$ cat src/rtl/sram_bridge_pkg.sv
// Shared definitions for the byte-stream-to-SRAM bridge: opcodes, header layout
// and the FSM state encoding.
package sram_bridge_pkg;

   localparam logic [1:0] OP_WRITE = 2'b00;
   localparam logic [1:0] OP_READ  = 2'b01;

   localparam int HDR_OP_MSB  = 7;
   localparam int HDR_OP_LSB  = 6;
   localparam int HDR_LEN_MSB = 5;
   localparam int HDR_LEN_LSB = 0;

   typedef enum logic [2:0] {
      ST_IDLE,
      ST_ADDR,
      ST_WDATA,
      ST_WRITE,
      ST_RD_REQ,
      ST_RD_WAIT,
      ST_RD_SEND
   } state_e;

endpackage

$ cat src/rtl/sram_bridge_timeout.sv
// Inter-byte idle counter: expired is asserted on the TIMEOUT_CYC-th consecutive
// enabled cycle without a clear.
module sram_bridge_timeout #(
   parameter int TIMEOUT_CYC = 1024
) (
   input  logic clk,
   input  logic rst,
   input  logic clr,
   input  logic en,
   output logic expired
);

   localparam int CNT_W = $clog2(TIMEOUT_CYC + 1);

   logic [CNT_W-1:0] cnt_q, cnt_d;

   always_comb begin
      cnt_d = cnt_q;
      if (clr || !en) begin
         cnt_d = '0;
      end else begin
         cnt_d = cnt_q + 1'b1;
      end
   end

   assign expired = en && !clr && (cnt_q == CNT_W'(TIMEOUT_CYC - 1));

   always_ff @(posedge clk) begin
      if (rst) begin
         cnt_q <= '0;
      end else begin
         cnt_q <= cnt_d;
      end
   end

endmodule

$ cat src/rtl/sram_burst_bridge.sv
// Parses header/address/data byte packets from the UART receiver and issues
// single or auto-incrementing burst reads and writes to a word-wide SRAM.
module sram_burst_bridge
   import sram_bridge_pkg::*;
#(
   parameter int ADDR_W      = 5,
   parameter int DATA_BYTES  = 4,
   parameter int RD_LAT      = 1,
   parameter int TIMEOUT_CYC = 1024
) (
   input  logic                    clk,
   input  logic                    rst,
   input  logic [7:0]              rx_data,
   input  logic                    rx_valid,
   output logic                    rx_ready,
   output logic [7:0]              tx_data,
   output logic                    tx_valid,
   input  logic                    tx_ready,
   output logic                    sram_csb_n,
   output logic                    sram_we_n,
   output logic [ADDR_W-1:0]       sram_addr,
   output logic [8*DATA_BYTES-1:0] sram_wdata,
   input  logic [8*DATA_BYTES-1:0] sram_rdata,
   output logic                    busy,
   output logic                    err
);

   localparam int ADDR_BYTES = (ADDR_W + 7) / 8;
   localparam int DATA_W     = 8 * DATA_BYTES;
   localparam int IDX_W      = 4;
   localparam int LAT_W      = 3;

   state_e            state_q, state_d;
   logic [ADDR_W-1:0] addr_q, addr_d;
   logic [5:0]        words_q, words_d;
   logic [IDX_W-1:0]  idx_q, idx_d;
   logic [LAT_W-1:0]  lat_q, lat_d;
   logic [DATA_W-1:0] shreg_q, shreg_d;
   logic              is_read_q, is_read_d;
   logic              tx_valid_q, tx_valid_d;
   logic              rx_ready_q, rx_ready_d;
   logic              err_q, err_d;
   logic              rx_fire, tx_fire, to_en, to_expired;
   logic [DATA_W-1:0] rx_ext;

   // rx_ready and tx_valid are registered, so a transfer is simply valid & ready
   // on the clock edge; neither side may retract valid before the transfer.
   assign rx_fire = rx_valid && rx_ready_q;
   assign tx_fire = tx_valid_q && tx_ready;
   assign to_en   = (state_q == ST_ADDR) || (state_q == ST_WDATA);
   assign rx_ext  = DATA_W'(rx_data) << (DATA_W - 8);

   sram_bridge_timeout #(.TIMEOUT_CYC(TIMEOUT_CYC)) u_timeout (
      .clk     (clk),
      .rst     (rst),
      .clr     (rx_fire),
      .en      (to_en),
      .expired (to_expired)
   );

   always_comb begin
      state_d    = state_q;
      addr_d     = addr_q;
      words_d    = words_q;
      idx_d      = idx_q;
      lat_d      = lat_q;
      shreg_d    = shreg_q;
      is_read_d  = is_read_q;
      tx_valid_d = tx_valid_q;
      err_d      = 1'b0;
      case (state_q)
         ST_IDLE: if (rx_fire) begin
            words_d = rx_data[HDR_LEN_MSB:HDR_LEN_LSB];
            idx_d   = '0;
            if (rx_data[HDR_OP_MSB:HDR_OP_LSB] == OP_WRITE) begin
               is_read_d = 1'b0;
               state_d   = ST_ADDR;
            end else if (rx_data[HDR_OP_MSB:HDR_OP_LSB] == OP_READ) begin
               is_read_d = 1'b1;
               state_d   = ST_ADDR;
            end else begin
               err_d = 1'b1;
            end
         end
         // Address arrives MSB first; shifting through ADDR_W bits drops the unused top bits.
         ST_ADDR: if (to_expired) begin
            err_d   = 1'b1;
            state_d = ST_IDLE;
         end else if (rx_fire) begin
            addr_d = ADDR_W'({addr_q, rx_data});
            if (idx_q == IDX_W'(ADDR_BYTES - 1)) begin
               idx_d   = '0;
               state_d = is_read_q ? ST_RD_REQ : ST_WDATA;
            end else begin
               idx_d = idx_q + 1'b1;
            end
         end
         ST_WDATA: if (to_expired) begin
            err_d   = 1'b1;
            state_d = ST_IDLE;
         end else if (rx_fire) begin
            shreg_d = (shreg_q >> 8) | rx_ext;
            if (idx_q == IDX_W'(DATA_BYTES - 1)) begin
               idx_d   = '0;
               state_d = ST_WRITE;
            end else begin
               idx_d = idx_q + 1'b1;
            end
         end
         ST_WRITE: begin
            addr_d = addr_q + 1'b1;
            if (words_q == '0) begin
               state_d = ST_IDLE;
            end else begin
               words_d = words_q - 1'b1;
               state_d = ST_WDATA;
            end
         end
         ST_RD_REQ: begin
            lat_d   = '0;
            state_d = ST_RD_WAIT;
         end
         ST_RD_WAIT: if (lat_q == LAT_W'(RD_LAT - 1)) begin
            shreg_d    = sram_rdata;
            tx_valid_d = 1'b1;
            idx_d      = '0;
            state_d    = ST_RD_SEND;
         end else begin
            lat_d = lat_q + 1'b1;
         end
         ST_RD_SEND: if (tx_fire) begin
            shreg_d = shreg_q >> 8;
            if (idx_q == IDX_W'(DATA_BYTES - 1)) begin
               tx_valid_d = 1'b0;
               idx_d      = '0;
               addr_d     = addr_q + 1'b1;
               if (words_q == '0) begin
                  state_d = ST_IDLE;
               end else begin
                  words_d = words_q - 1'b1;
                  state_d = ST_RD_REQ;
               end
            end else begin
               idx_d = idx_q + 1'b1;
            end
         end
         default: state_d = ST_IDLE;
      endcase
      rx_ready_d = (state_d == ST_IDLE) || (state_d == ST_ADDR) || (state_d == ST_WDATA);
   end

   always_ff @(posedge clk) begin
      if (rst) begin
         state_q    <= ST_IDLE;
         addr_q     <= '0;
         words_q    <= '0;
         idx_q      <= '0;
         lat_q      <= '0;
         shreg_q    <= '0;
         is_read_q  <= 1'b0;
         tx_valid_q <= 1'b0;
         rx_ready_q <= 1'b0;
         err_q      <= 1'b0;
      end else begin
         state_q    <= state_d;
         addr_q     <= addr_d;
         words_q    <= words_d;
         idx_q      <= idx_d;
         lat_q      <= lat_d;
         shreg_q    <= shreg_d;
         is_read_q  <= is_read_d;
         tx_valid_q <= tx_valid_d;
         rx_ready_q <= rx_ready_d;
         err_q      <= err_d;
      end
   end

   // One shift register serves both directions: write assembly and read serialisation.
   assign rx_ready   = rx_ready_q;
   assign tx_valid   = tx_valid_q;
   assign tx_data    = shreg_q[7:0];
   assign sram_wdata = shreg_q;
   assign sram_addr  = addr_q;
   assign sram_csb_n = !((state_q == ST_WRITE) || (state_q == ST_RD_REQ));
   assign sram_we_n  = (state_q != ST_WRITE);
   assign busy       = (state_q != ST_IDLE);
   assign err        = err_q;

endmodule
$ cat config.mk
export PLATFORM = sky130hd
export DESIGN_NAME = sram_burst_bridge
export DESIGN_NICKNAME = d
export VERILOG_FILES = /design/src/rtl/sram_bridge_pkg.sv /design/src/rtl/sram_bridge_timeout.sv /design/src/rtl/sram_burst_bridge.sv
export SDC_FILE = /design/constraint.sdc
export NUM_CORES = 1
export LEC_CHECK = 0
export ABC_CLOCK_PERIOD_IN_PS = 3100
export CELL_PAD_IN_SITES_DETAIL_PLACEMENT = 1
export CELL_PAD_IN_SITES_GLOBAL_PLACEMENT = 2
export CORE_AREA = 2 2 110 112
export CTS_BUF_LIST = sky130_fd_sc_hd__clkbuf_8
export DETAILED_ROUTE_END_ITERATION = 7
export DIE_AREA = 0 0 112 114
export HOLD_SLACK_MARGIN = 0.02
export PLACE_DENSITY = 0.94
export SLEW_MARGIN = 15
export SYNTH_ARGS = -nofsm -noshare
export SYNTH_HDL_FRONTEND = slang
export SYNTH_SLANG_ARGS = --single-unit
$ cat constraint.sdc
create_clock -name clk -period 3.1 [get_ports clk]
set_input_delay 0.62 -clock clk [delete_from_list [all_inputs] [get_ports clk]]
set_output_delay 0.62 -clock clk [all_outputs]
set_load 0.005 [all_outputs]
==> metrics.cfg <==
[sta]
finalSetupViolations=0
fin_crit_ns=2.93
tns_ns=0
drv_slew=0
worst_pin_slew_ns=0.870
hold_violations=0
max_freq_mhz=342
finalCritPeriodShare_pct=94.4
relSlewSlack_pct=41.4
clock_skew_ns=0.00735
rsz0062_at_grt=no
whs_ns=0.478

[grt]
grt_use_total_pct=17.2
overflow=0
grt_pass1_wl_um=17700
grt_max_degree=40
antenna_found_initial=0
first_global_vias=3453

[detailed_routing]
drt-initial-drc-count=127
via_per_inst=5.20
antenna_left=0
met2WireLength_um=5000
drc=0
routed.top_layer=met4
via_count=3362
routed_wirelength_um=10600
drt_pre_antenna_iters=6
wire_per_inst_um=16.4
dr_wl_met3_um=457
wl_met1_um=4960

[placed_design]
dp_hpwl_um=7890
place_congestion=0.807
io_buffers=94

[outcome]
status=completed

[worst_setup_path]
r2r_end=sram_wdata[22]
cp-endpoint=sram_csb_n
start_kind=register
end_kind=primary output
cp_data_required_time_ns=2.48
rrSetupSlack_ns=0.78
cp.arrival_ns=2.31
rr_startpoint=state_q[0]
cp_max_fo=21
ff2ff_path_depth=6
criticalPathCategory=register to primary output
critPathLaunch=state_q[0]

[cells_and_area]
num_antenna_cells=0
nets=545
final_layout_size_suffix_gt1_share_pct=7.21
syn2layout_area_growth_pct=35.3

[synthesis]
synth_top_cells_by_count=68 x dfxtp_1, 66 x nor2_1, 35 x a211oi_1, 26 x mux2i_1, 21 x nand2_1
syn-num-nets=468
synth_seq_cells=68
synth-simple-area-share_pct=20.7
synth_top_family_by_area=compound AO/OA/AOI/OAI gates
syn_avg_cell_area_um2=8.44
synth_top_area_cell=dfxtp_1
ys_warn_count=0
synth_cell_type_count=56
synth-xor-area-share_pct=2.49
syn-cell-area_mm2=0.00352
async_reset_ff_share_pct=0
yosysMostFrequentCell=dfxtp_1
muxShareOfSynthArea_pct=7.39
synth-seq-area-share_pct=38.7
yosys.area_share.adder_pct=2.49
netlist_top_cells_area=dfxtp_1 39%, a211oi_1 7.5%, mux2i_1 7.4%
postSynthCellCount=417
synth-edff-count=0
synth_ff_type=dfxtp_1
synth_compound_area_share_pct=21.9
synth_top_cell_area_share_pct=38.7

[floorplan]
num_rows=40
io-pin-count=95
fp.dieW_um=112
die-area_mm2=0.0128
die_h_um=114
core_area_mm2=0.0117
start_util_pct=30.1

[min_path]
hold_path_class=register to register
hp-start=u_timeout.cnt_q[0]

[pwr]
ir_drop_mv=0.187
powerDensity_mw_per_mm2=420
power_leakage_nw=1.58

[cts]
cts_root_buffer=clkbuf_8
numCtsBuffers=9
cts_resized=0
cts.sinks=68
hold_buffers=0
htree_levels=3
clock_latency_ns=0.35
clock_path_buffers=2
tritoncts=yes
postCtsSetupRepairBufs=0
clk_pin_slew_ns=0.08

[flow_run]
maxCapViolCount=0

[worst min path at each step]
stage	depth (start not counted)	slack, ns	to
6_report	1	0.48	u_timeout.cnt_q[0]
5_1_grt	1	0.50	u_timeout.cnt_q[0]
4_1_cts	1	0.48	u_timeout.cnt_q[0]
3_5_place_dp	1	0.46	u_timeout.cnt_q[0]
3_3_place_gp	1	0.45	u_timeout.cnt_q[0]
2_1_floorplan	1	0.43	u_timeout.cnt_q[0]
[power breakdown]
group | switching (W) | leakage (nW) | internal [W] | total (W)
clock network | 0.000363 | 0.122 | 0.000556 | 0.000919
registers | 0.0000153 | 0.549 | 0.000885 | 0.000900
logic | 0.0000818 | 0.907 | 0.0000977 | 0.000179
[area by class of cell]
type                       count  area [um2]
tap                          147         184
clock buffer                  10         138
inverter                      14        52.6
clock inverter                 6         111
fill                        1390        6950
multi-input combinational    301        1940
sequential                    68        1360
timing repair buffer         100         981
[per-layer routing]
metal | global-route usage (%) | vias to the layer above
met1 | 22.0 | 1601
met3 | 3.67 | 14
li1 | - | 1651
met2 | 29.0 | 96
met4 | 5.45 | 0
met5 | 0 | -
[per-stage QoR]
stage | instances | utilization (%) | total power, W | cell area [um2] | setup WS, ns
2_1_floorplan | 417 | - | 0.000998 | 3520 | 1.09
3_3_place_gp | 630 | 38.5 | 0.00110 | 4510 | 0.733
3_5_place_dp | 630 | 38.5 | 0.00110 | 4510 | 0.601
4_1_cts | 646 | 40.7 | 0.00203 | 4760 | 0.205
5_1_grt | 646 | 40.7 | 0.00208 | 4760 | 0.0446
6_report | 646 | 40.7 | 0.00200 | 4760 | 0.173
[critical path: stages (launching register included)]
cell and delay, ns:
dfxtp_1 0.78, nand2_1 0.20, nor2_1 0.35, nor2_1 0.15, clkdlybuf4s50_1 0.48
[state kept, by name (all words and copies together), names as in the netlist, 3 cells and up]
name,count
sram_addr,5
state_q,3
u_timeout.cnt_q,11
lat_q,3
idx_q,4
words_q,6
sram_wdata,32
[cell families (layout without fill, tap and decap cells)]
kind of cell,after synthesis,after routing
AND/OR/NAND/NOR,149,149
AO/OA/AOI/OAI,109,109
flip-flops,68,68
buffers and inverters,48,130
multiplexers,26,26
XOR/XNOR,10,10
adder cells (fa/ha/maj),7,7
[cell usage in the layout, fill, tap and decap left out, types with 7 or more instances in the layout]
master,synthesis,final
nand2_1,21,21
mux2i_1,26,26
dfxtp_1,68,68
nand3_1,15,15
clkbuf_8,0,10
a211oi_1,35,35
clkdlybuf4s50_1,0,93
nor3_1,7,7
a21oi_1,19,19
o21ai_0,12,12
ha_1,7,7
nor2_1,66,66
inv_1,13,13
a22oi_1,9,9
(Power assumes the default switching activity.)
